File: src/rtl/fetch_stage_if.sv
// Bundle of the fetch stage's control, instruction-memory and IF/ID signals.
// The stage itself connects through the master modport; its environment uses slave.
interface fetch_stage_if #(
  parameter int ADDR_W = 20
);
  logic              stall;
  logic              branch_taken;
  logic [ADDR_W-1:0] branch_target;
  logic [ADDR_W-1:0] imem_addr;
  logic [15:0]       imem_rdata;
  logic [6:0]        opcode;
  logic [2:0]        rsrc1;
  logic [2:0]        rsrc2;
  logic [2:0]        rdst;
  logic [15:0]       imm;
  logic [ADDR_W-1:0] pc_next;
  logic              valid;

  modport master (
    input  stall, branch_taken, branch_target, imem_rdata,
    output imem_addr, opcode, rsrc1, rsrc2, rdst, imm, pc_next, valid
  );

  modport slave (
    output stall, branch_taken, branch_target, imem_rdata,
    input  imem_addr, opcode, rsrc1, rsrc2, rdst, imm, pc_next, valid
  );
endinterface

File: src/rtl/fetch_stage.sv
// Instruction fetch stage: owns the PC, assembles one- and two-word instructions
// from an asynchronous instruction ROM and presents registered IF/ID fields.
module fetch_stage #(
  parameter int                ADDR_W    = 20,
  parameter logic [ADDR_W-1:0] RESET_VEC = {ADDR_W{1'b0}}
) (
  input  logic          clk,
  input  logic          rst,
  fetch_stage_if.master fif
);

  typedef enum logic [0:0] {
    S_WORD0 = 1'b0,
    S_IMM   = 1'b1
  } state_t;

  state_t            state_q, state_d;
  logic [ADDR_W-1:0] pc_q, pc_d;
  logic [15:0]       stg_q, stg_d;
  logic [6:0]        opcode_q, opcode_d;
  logic [2:0]        rsrc1_q, rsrc1_d;
  logic [2:0]        rsrc2_q, rsrc2_d;
  logic [2:0]        rdst_q, rdst_d;
  logic [15:0]       imm_q, imm_d;
  logic [ADDR_W-1:0] pc_next_q, pc_next_d;
  logic              valid_q, valid_d;
  logic [ADDR_W-1:0] pc_inc;

  // Wraps modulo 2^ADDR_W, so a two-word instruction at the top address reads its immediate from 0.
  assign pc_inc = pc_q + {{(ADDR_W-1){1'b0}}, 1'b1};

  // Next-state and IF/ID register computation; branch beats stall beats normal fetch.
  always_comb begin
    state_d   = state_q;
    pc_d      = pc_q;
    stg_d     = stg_q;
    opcode_d  = opcode_q;
    rsrc1_d   = rsrc1_q;
    rsrc2_d   = rsrc2_q;
    rdst_d    = rdst_q;
    imm_d     = imm_q;
    pc_next_d = pc_next_q;
    valid_d   = valid_q;

    if (fif.branch_taken) begin
      pc_d      = fif.branch_target;
      state_d   = S_WORD0;
      stg_d     = 16'h0000;
      opcode_d  = 7'd0;
      rsrc1_d   = 3'd0;
      rsrc2_d   = 3'd0;
      rdst_d    = 3'd0;
      imm_d     = 16'h0000;
      pc_next_d = {ADDR_W{1'b0}};
      valid_d   = 1'b0;
    end else if (fif.stall) begin
      state_d = state_q;
      pc_d    = pc_q;
    end else begin
      case (state_q)
        S_WORD0: begin
          pc_d = pc_inc;
          if (fif.imem_rdata[15]) begin
            // Word carries an immediate: park it and emit a bubble while the immediate is read.
            stg_d     = fif.imem_rdata;
            state_d   = S_IMM;
            opcode_d  = 7'd0;
            rsrc1_d   = 3'd0;
            rsrc2_d   = 3'd0;
            rdst_d    = 3'd0;
            imm_d     = 16'h0000;
            pc_next_d = {ADDR_W{1'b0}};
            valid_d   = 1'b0;
          end else begin
            state_d   = S_WORD0;
            opcode_d  = fif.imem_rdata[15:9];
            rsrc1_d   = fif.imem_rdata[8:6];
            rsrc2_d   = fif.imem_rdata[5:3];
            rdst_d    = fif.imem_rdata[2:0];
            imm_d     = 16'h0000;
            pc_next_d = pc_inc;
            valid_d   = 1'b1;
          end
        end
        S_IMM: begin
          pc_d      = pc_inc;
          state_d   = S_WORD0;
          opcode_d  = stg_q[15:9];
          rsrc1_d   = stg_q[8:6];
          rsrc2_d   = stg_q[5:3];
          rdst_d    = stg_q[2:0];
          imm_d     = fif.imem_rdata;
          pc_next_d = pc_inc;
          valid_d   = 1'b1;
        end
        default: begin
          state_d = S_WORD0;
          valid_d = 1'b0;
        end
      endcase
    end
  end

  // State, PC, staging and IF/ID registers.
  always_ff @(posedge clk or negedge rst) begin
    if (!rst) begin
      state_q   <= S_WORD0;
      pc_q      <= RESET_VEC;
      stg_q     <= 16'h0000;
      opcode_q  <= 7'd0;
      rsrc1_q   <= 3'd0;
      rsrc2_q   <= 3'd0;
      rdst_q    <= 3'd0;
      imm_q     <= 16'h0000;
      pc_next_q <= {ADDR_W{1'b0}};
      valid_q   <= 1'b0;
    end else begin
      state_q   <= state_d;
      pc_q      <= pc_d;
      stg_q     <= stg_d;
      opcode_q  <= opcode_d;
      rsrc1_q   <= rsrc1_d;
      rsrc2_q   <= rsrc2_d;
      rdst_q    <= rdst_d;
      imm_q     <= imm_d;
      pc_next_q <= pc_next_d;
      valid_q   <= valid_d;
    end
  end

  assign fif.imem_addr = pc_q;
  assign fif.opcode    = opcode_q;
  assign fif.rsrc1     = rsrc1_q;
  assign fif.rsrc2     = rsrc2_q;
  assign fif.rdst      = rdst_q;
  assign fif.imm       = imm_q;
  assign fif.pc_next   = pc_next_q;
  assign fif.valid     = valid_q;

endmodule

File: src/flat_wrapper.sv
// flat-port wrapper written by rule: the top's interface ports become plain ports
module fetch_stage_flat 
#(
  parameter int                ADDR_W    = 20,
  parameter logic [ADDR_W-1:0] RESET_VEC = {ADDR_W{1'b0}}
)
  (clk, rst, fif_stall, fif_branch_taken, fif_branch_target, fif_imem_rdata, fif_imem_addr, fif_opcode, fif_rsrc1, fif_rsrc2, fif_rdst, fif_imm, fif_pc_next, fif_valid);
  fetch_stage_if #(.ADDR_W(ADDR_W)) fif_i ();
  input  logic clk;
  input  logic rst;
  input wire logic [$bits(fif_i.stall)-1:0] fif_stall;
  input wire logic [$bits(fif_i.branch_taken)-1:0] fif_branch_taken;
  input wire logic [$bits(fif_i.branch_target)-1:0] fif_branch_target;
  input wire logic [$bits(fif_i.imem_rdata)-1:0] fif_imem_rdata;
  output wire logic [$bits(fif_i.imem_addr)-1:0] fif_imem_addr;
  output wire logic [$bits(fif_i.opcode)-1:0] fif_opcode;
  output wire logic [$bits(fif_i.rsrc1)-1:0] fif_rsrc1;
  output wire logic [$bits(fif_i.rsrc2)-1:0] fif_rsrc2;
  output wire logic [$bits(fif_i.rdst)-1:0] fif_rdst;
  output wire logic [$bits(fif_i.imm)-1:0] fif_imm;
  output wire logic [$bits(fif_i.pc_next)-1:0] fif_pc_next;
  output wire logic [$bits(fif_i.valid)-1:0] fif_valid;
  assign fif_i.stall = fif_stall;
  assign fif_i.branch_taken = fif_branch_taken;
  assign fif_i.branch_target = fif_branch_target;
  assign fif_i.imem_rdata = fif_imem_rdata;
  assign fif_imem_addr = fif_i.imem_addr;
  assign fif_opcode = fif_i.opcode;
  assign fif_rsrc1 = fif_i.rsrc1;
  assign fif_rsrc2 = fif_i.rsrc2;
  assign fif_rdst = fif_i.rdst;
  assign fif_imm = fif_i.imm;
  assign fif_pc_next = fif_i.pc_next;
  assign fif_valid = fif_i.valid;
  fetch_stage #(.ADDR_W(ADDR_W), .RESET_VEC(RESET_VEC)) u_core (.clk(clk), .rst(rst), .fif(fif_i));
endmodule
File: config.mk
export PLATFORM = sky130hd
export DESIGN_NAME = fetch_stage_flat
export DESIGN_NICKNAME = d
export VERILOG_FILES = /design/src/rtl/fetch_stage_if.sv /design/src/rtl/fetch_stage.sv /design/src/flat_wrapper.sv
export SDC_FILE = /design/constraint.sdc
export NUM_CORES = 1
export LEC_CHECK = 0
export BUFFER_PORTS_ARGS = -buffer_cell sky130_fd_sc_hd__buf_2
export CORE_MARGIN = 5
export CORE_UTILIZATION = 35
export DETAILED_ROUTE_END_ITERATION = 8
export GPL_TIMING_DRIVEN = 1
export PLACE_DENSITY = 0.59
export SLEW_MARGIN = 25
export SYNTH_ARGS = -nofsm -noshare
export SYNTH_HDL_FRONTEND = slang
export SYNTH_SLANG_ARGS = --single-unit
File: constraint.sdc
create_clock -name clk -period 2.4 [get_ports clk]
set_input_delay 0.48 -clock clk [delete_from_list [all_inputs] [get_ports clk]]
set_output_delay 0.48 -clock clk [all_outputs]
set_load 0.005 [all_outputs]
## Yosys cells after proc, flatten, opt, wreduce, memory -nomap -nowiden

Cells that the tools add are included.

| cells by class | value |
|---|---|
| add/subtract/negate cells | 1 |
| reductions and logical operators | 2 |
| bitwise gates (word level) | 1 |
| muxes and demuxes | 37 |
| equality and inequality tests | 2 |

Operators by type and width:

| cell | number |
|---|---|
| 2-to-1 mux 20 bit | 5 |
| 2-to-1 mux 16 bit | 6 |
| one-hot mux 20 bit (2 select lines) | 1 |
| one-hot mux 16 bit (2 select lines) | 1 |
| 2-to-1 mux 3 bit | 9 |
| adder 20 x 1 -> 20 bit, second input constant | 1 |
| one-hot mux 3 bit (2 select lines) | 3 |
| 2-to-1 mux 7 bit | 2 |
| one-hot mux 7 bit (2 select lines) | 1 |
| 2-to-1 mux 1 bit | 6 |
| 2-to-1 mux 6 bit | 1 |
| one-hot mux 1 bit (2 select lines) | 2 |
| AND reduction 3 bit | 1 |
| inequality test 2 x 1 -> 1 bit, second input constant | 1 |
| inequality test 2 bit, second input constant | 1 |
| nonzero test 2 bit | 1 |
| NOT 1 bit | 1 |

| storage, ports and cells | value |
|---|---|
| bits in registers | 90 |
| input port bits | 40 |
| output and inout port bits | 73 |

## Logic depth before layout (Yosys ltp)

| depth | value |
|---|---|
| depth after elaboration | 5 |
| depth in mapped cells | 6 |
| depth with buffers taken out | 5 |

## Worst setup path before layout

OpenSTA, ideal clock, no wires.

| timing | value |
|---|---|
| path type | flip-flop to flip-flop |
| start point | register u_core.pc_q[9] (netlist: u_core.fif.imem_addr[9]) |
| end point | register u_core.pc_q[16] (netlist: u_core.fif.imem_addr[16]) |
| data required time | 2.318 ns |
| data arrival time | 1.785 ns |
| period minus slack after synthesis | 1.867 ns |
| setup slack | 0.533 ns |
| stages on the path, launching flop included | 7 |
| cell sequence | dfrtp_1 buf_2 nand4_4 or3_1 buf_2 or4_1 a31oi_1 |

| on the way | value |
|---|---|
| longest elaborated chain between the ends | 3 |

Ends and longest elaborated chain:

| element | line | RTL |
|---|---|---|
| start, declared | fetch_stage.sv:18 | `logic [ADDR_W-1:0] pc_q, pc_d;` |
| start signal, assigned | fetch_stage.sv:119 | `pc_q <= pc_d;` |
| adder 20 x 1 -> 20 bit | fetch_stage.sv:30 | `assign pc_inc = pc_q + {{(ADDR_W-1){1'b0}}, 1'b1};` |
| 2-to-1 mux 20 bit | fetch_stage.sv:56 | `end else if (fif.stall) begin` |
| 2-to-1 mux 20 bit | fetch_stage.sv:45 | `if (fif.branch_taken) begin` |

No other way between the ends. The select of a mux whose other input is x is not followed.
A chain may end at the register's enable or synchronous reset.

## Final worst setup path

| timing | value |
|---|---|
| start point | register u_core.pc_q[9] (netlist: u_core.fif.imem_addr[9]) |
| end point | register u_core.pc_q[18] (netlist: u_core.fif.imem_addr[18]) |

The elaborated chain is that of the path after synthesis.

==> flow_metrics.env <==
export IMPL_vias=3416
export IMPL_swShare=0.274
export IMPL_drtIter0Drc=267
export IMPL_drv_cap=0
export IMPL_syn_to_final_growth_pct=25.7
export IMPL_p_int_w=0.00263
export IMPL_power_density_nw_per_um2=699
export IMPL_drt_total_wl_mm=11.3
export IMPL_yosys_area_top_type="dfrtp_1"
export IMPL_crit_arrival_ps=2310
export IMPL_grt_pass1_vias=3497
export IMPL_antenna_found_initial=1
export IMPL_pwr_share_comb=0.118
export IMPL_drc=0
export IMPL_grt_max_degree=55
export IMPL_gp_congestion=0.854
export IMPL_p_clk_frac=0.413
export IMPL_finalMaxSlewViolations=0
export IMPL_synth_seq_cells=90
export IMPL_cts_sinks=90
export IMPL_track_usage=0.165
export IMPL_start_kind="flop"
export IMPL_post_synth_cell_area_avg_um2=10.3
export IMPL_multi_input_area_um2=1730
export IMPL_rsz0062_at_grt="false"
export IMPL_core_area_um2=11500
export IMPL_synth_common_cells="90 x dfrtp_1, 53 x nand2_1, 43 x o21ai_0, 33 x a22o_1"
export IMPL_setup_tns_ps=0
export IMPL_p_sw_w=0.000990
export IMPL_worstPathMaxFanout=9
export IMPL_seq_area_um2=2250
export IMPL_end_kind="flop"
export IMPL_post_cts_buffers=0
export IMPL_yosysSeqAreaShare=0.547
export IMPL_fillerInstances=1113
export IMPL_routedWlPerCell_um=17.3
export IMPL_yosysWarnings=0
export IMPL_fmax_ghz=0.489
export IMPL_status="completed"
export IMPL_via_per_inst=5.24
export IMPL_synth_edf_count=0
export IMPL_clockBufferDepth=2
export IMPL_synth_area_um2=4120
export IMPL_die_w_um=119
export IMPL_synth_most_common_cell="dfrtp_1"
export IMPL_hp_class="in -> async"
export IMPL_grt_pass1_wl_mm=18.5
export IMPL_cts_resized_gates=0
export IMPL_clkTransAtPathRegs_ps=70
export IMPL_ys_flop_type="dfrtp_1"
export IMPL_ir_drop_v=0.000412
export IMPL_finalCritPeriodShare=0.852
export IMPL_ys_types=39
export IMPL_hold_buffers=0
export IMPL_finalClockSkew_ps=5.57
export IMPL_syn_num_nets=441
export IMPL_fp_dieH_um=119
export IMPL_cts_buffers=9
export IMPL_portBuffers=112
export IMPL_pwr_share_seq=0.470
export IMPL_fin_crit_ps=2050
export IMPL_layout_drive_gt1_share=0.289
export IMPL_clock_root_buffer="clkbuf_16"
export IMPL_ant_nets=0
export IMPL_io_pins=113
export IMPL_worst_pin_slew_ps=791
export IMPL_die_area_um2=14000
export IMPL_worstSkewPairLatency_ps=350
export IMPL_cts_tree="done"
export IMPL_critPathKind="reg -> reg"
export IMPL_setup_viol=0
export IMPL_max_slew_margin=0.473
export IMPL_hpwl_mm=8.08
export IMPL_post_route_util=0.452
export IMPL_synthArstFlopShare=1.00
export IMPL_final_cells=652
export IMPL_cellLeakagePower_nw=2.46
export IMPL_synth_top_area_share=0.547
export IMPL_hold_viol=0
export IMPL_layout_nets=544
export IMPL_synthTopCellsByArea="dfrtp_1 55%, a22o_1 7.0%, o21ai_0 5.2%"
export IMPL_ctsHtreeMaxLevel=3
export IMPL_critPathRequiredTime_ps=2660
export IMPL_grt_overflow=0
export IMPL_start_util=0.359
export IMPL_synthCells=400
export IMPL_dp_cells=635
export IMPL_first_pass_iters=4
export IMPL_core_rowCount=39
## through the flow
| stage | hold slack, ps | instance area, um^2 | total power (W) | setup WS, ps |
|---|---|---|---|---|
| 2_1_floorplan | 184 | 4120 | 0.00193 | 533 |
| 3_3_place_gp | 462 | 4850 | 0.00215 | 412 |
| 3_5_place_dp | 465 | 4850 | 0.00216 | 389 |
| 4_1_cts | 116 | 5170 | 0.00366 | 362 |
| 5_1_grt | 145 | 5180 | 0.00379 | 224 |
| 6_report | 104 | 5180 | 0.00362 | 354 |
## cells by family after synthesis
logic type,Yosys count,share of synthesized area
multiplexers,16,0.0389
XOR/XNOR,26,0.0553
adder cells (fa/ha/maj),1,0.00304
buffers and inverters,38,0.0367
AO/OA/AOI/OAI,97,0.162
flip-flops,90,0.547
AND/OR/NAND/NOR,132,0.158
## power groups by stage
| stage | clock network [W] | logic (W) | registers, W |
|---|---|---|---|
| after detailed placement | 0 | 0.000433 | 0.00173 |
| after global routing | 0.00159 | 0.000480 | 0.00171 |
| final | 0.00149 | 0.000426 | 0.00170 |
| after CTS | 0.00153 | 0.000434 | 0.00170 |
| after global placement | 0 | 0.000425 | 0.00173 |
| after floorplan | 0 | 0.000234 | 0.00170 |
## registers in the layout, indices dropped and copies added, names as in the netlist
register	cells
u_core.fif.rdst	3
u_core.fif.rsrc2	3
u_core.fif.valid	1
u_core.fif.imem_addr	20
u_core.fif.rsrc1	3
u_core.state_q	1
u_core.fif.opcode	7
u_core.fif.pc_next	20
u_core.fif.imm	16
u_core.stg_q	16
## final timing paths
kind | from | to | slack [ps] | cells past startpoint
hold / removal | rst | u_core.fif.imem_addr[2] | 100 | 1
hold reg to reg | u_core.fif.pc_next[15] | u_core.fif.pc_next[15] | 470 | 2
setup / recovery | u_core.fif.imem_addr[9] | u_core.fif.imem_addr[18] | 350 | 4
max in group asynchronous | rst | u_core.fif.imm[10] | 1640 | 2
setup reg to reg | u_core.fif.imem_addr[9] | u_core.fif.imem_addr[18] | 350 | 4
min in group clk | fif_branch_target[2] | u_core.fif.imem_addr[2] | 340 | 3
## cell type report
class                      instances  area share
clock inverter                     7      0.0184
clock buffer                       9      0.0435
tap                              143      0.0346
inverter                           7     0.00507
multi-input combinational        272       0.333
sequential                        90       0.435
antenna                            1    0.000483
timing repair buffer             123       0.130
## critical path: stages (launching register included)
cell	delay [ps]
dfrtp_1	520
nand4_4	200
or3_1	540
or4_1	520
a31oi_1	180
## per-layer routing
layer  wire [um]  GRT usage  up-vias  part of all wire
li1            -          -     1636                 -
met1        5100      0.216     1669              0.45
met2        5350      0.265       97              0.47
met3         596     0.0420       14             0.053
met4         234     0.0595        0             0.021
met5           0          0        -                 0
## placed cells by master (no fill, tap or decap), drive strengths merged
master  count
nand4       9
xnor2      23
nor2       20
o41ai       1
mux2i      16
xor2        3
o311ai      1
or4         2
or2         3
nand3b      4
inv        10
nor3       10
ha          1
nand3       8
or3         1
dfrtp      90
o31ai       3
nor4       11
nand2      53
o211ai      2
a22o       33
nand2b      1
a311oi      1
o21ai      43
a221o       1
nor2b       5
bufinv      1
a31oi       6
nand4b      3
and3        1
diode       1
a21o        2
and2        1
clkinv      3
clkbuf      9
a32oi       2
buf       123
a31o        2
Power figures use the tool's default switching activity.
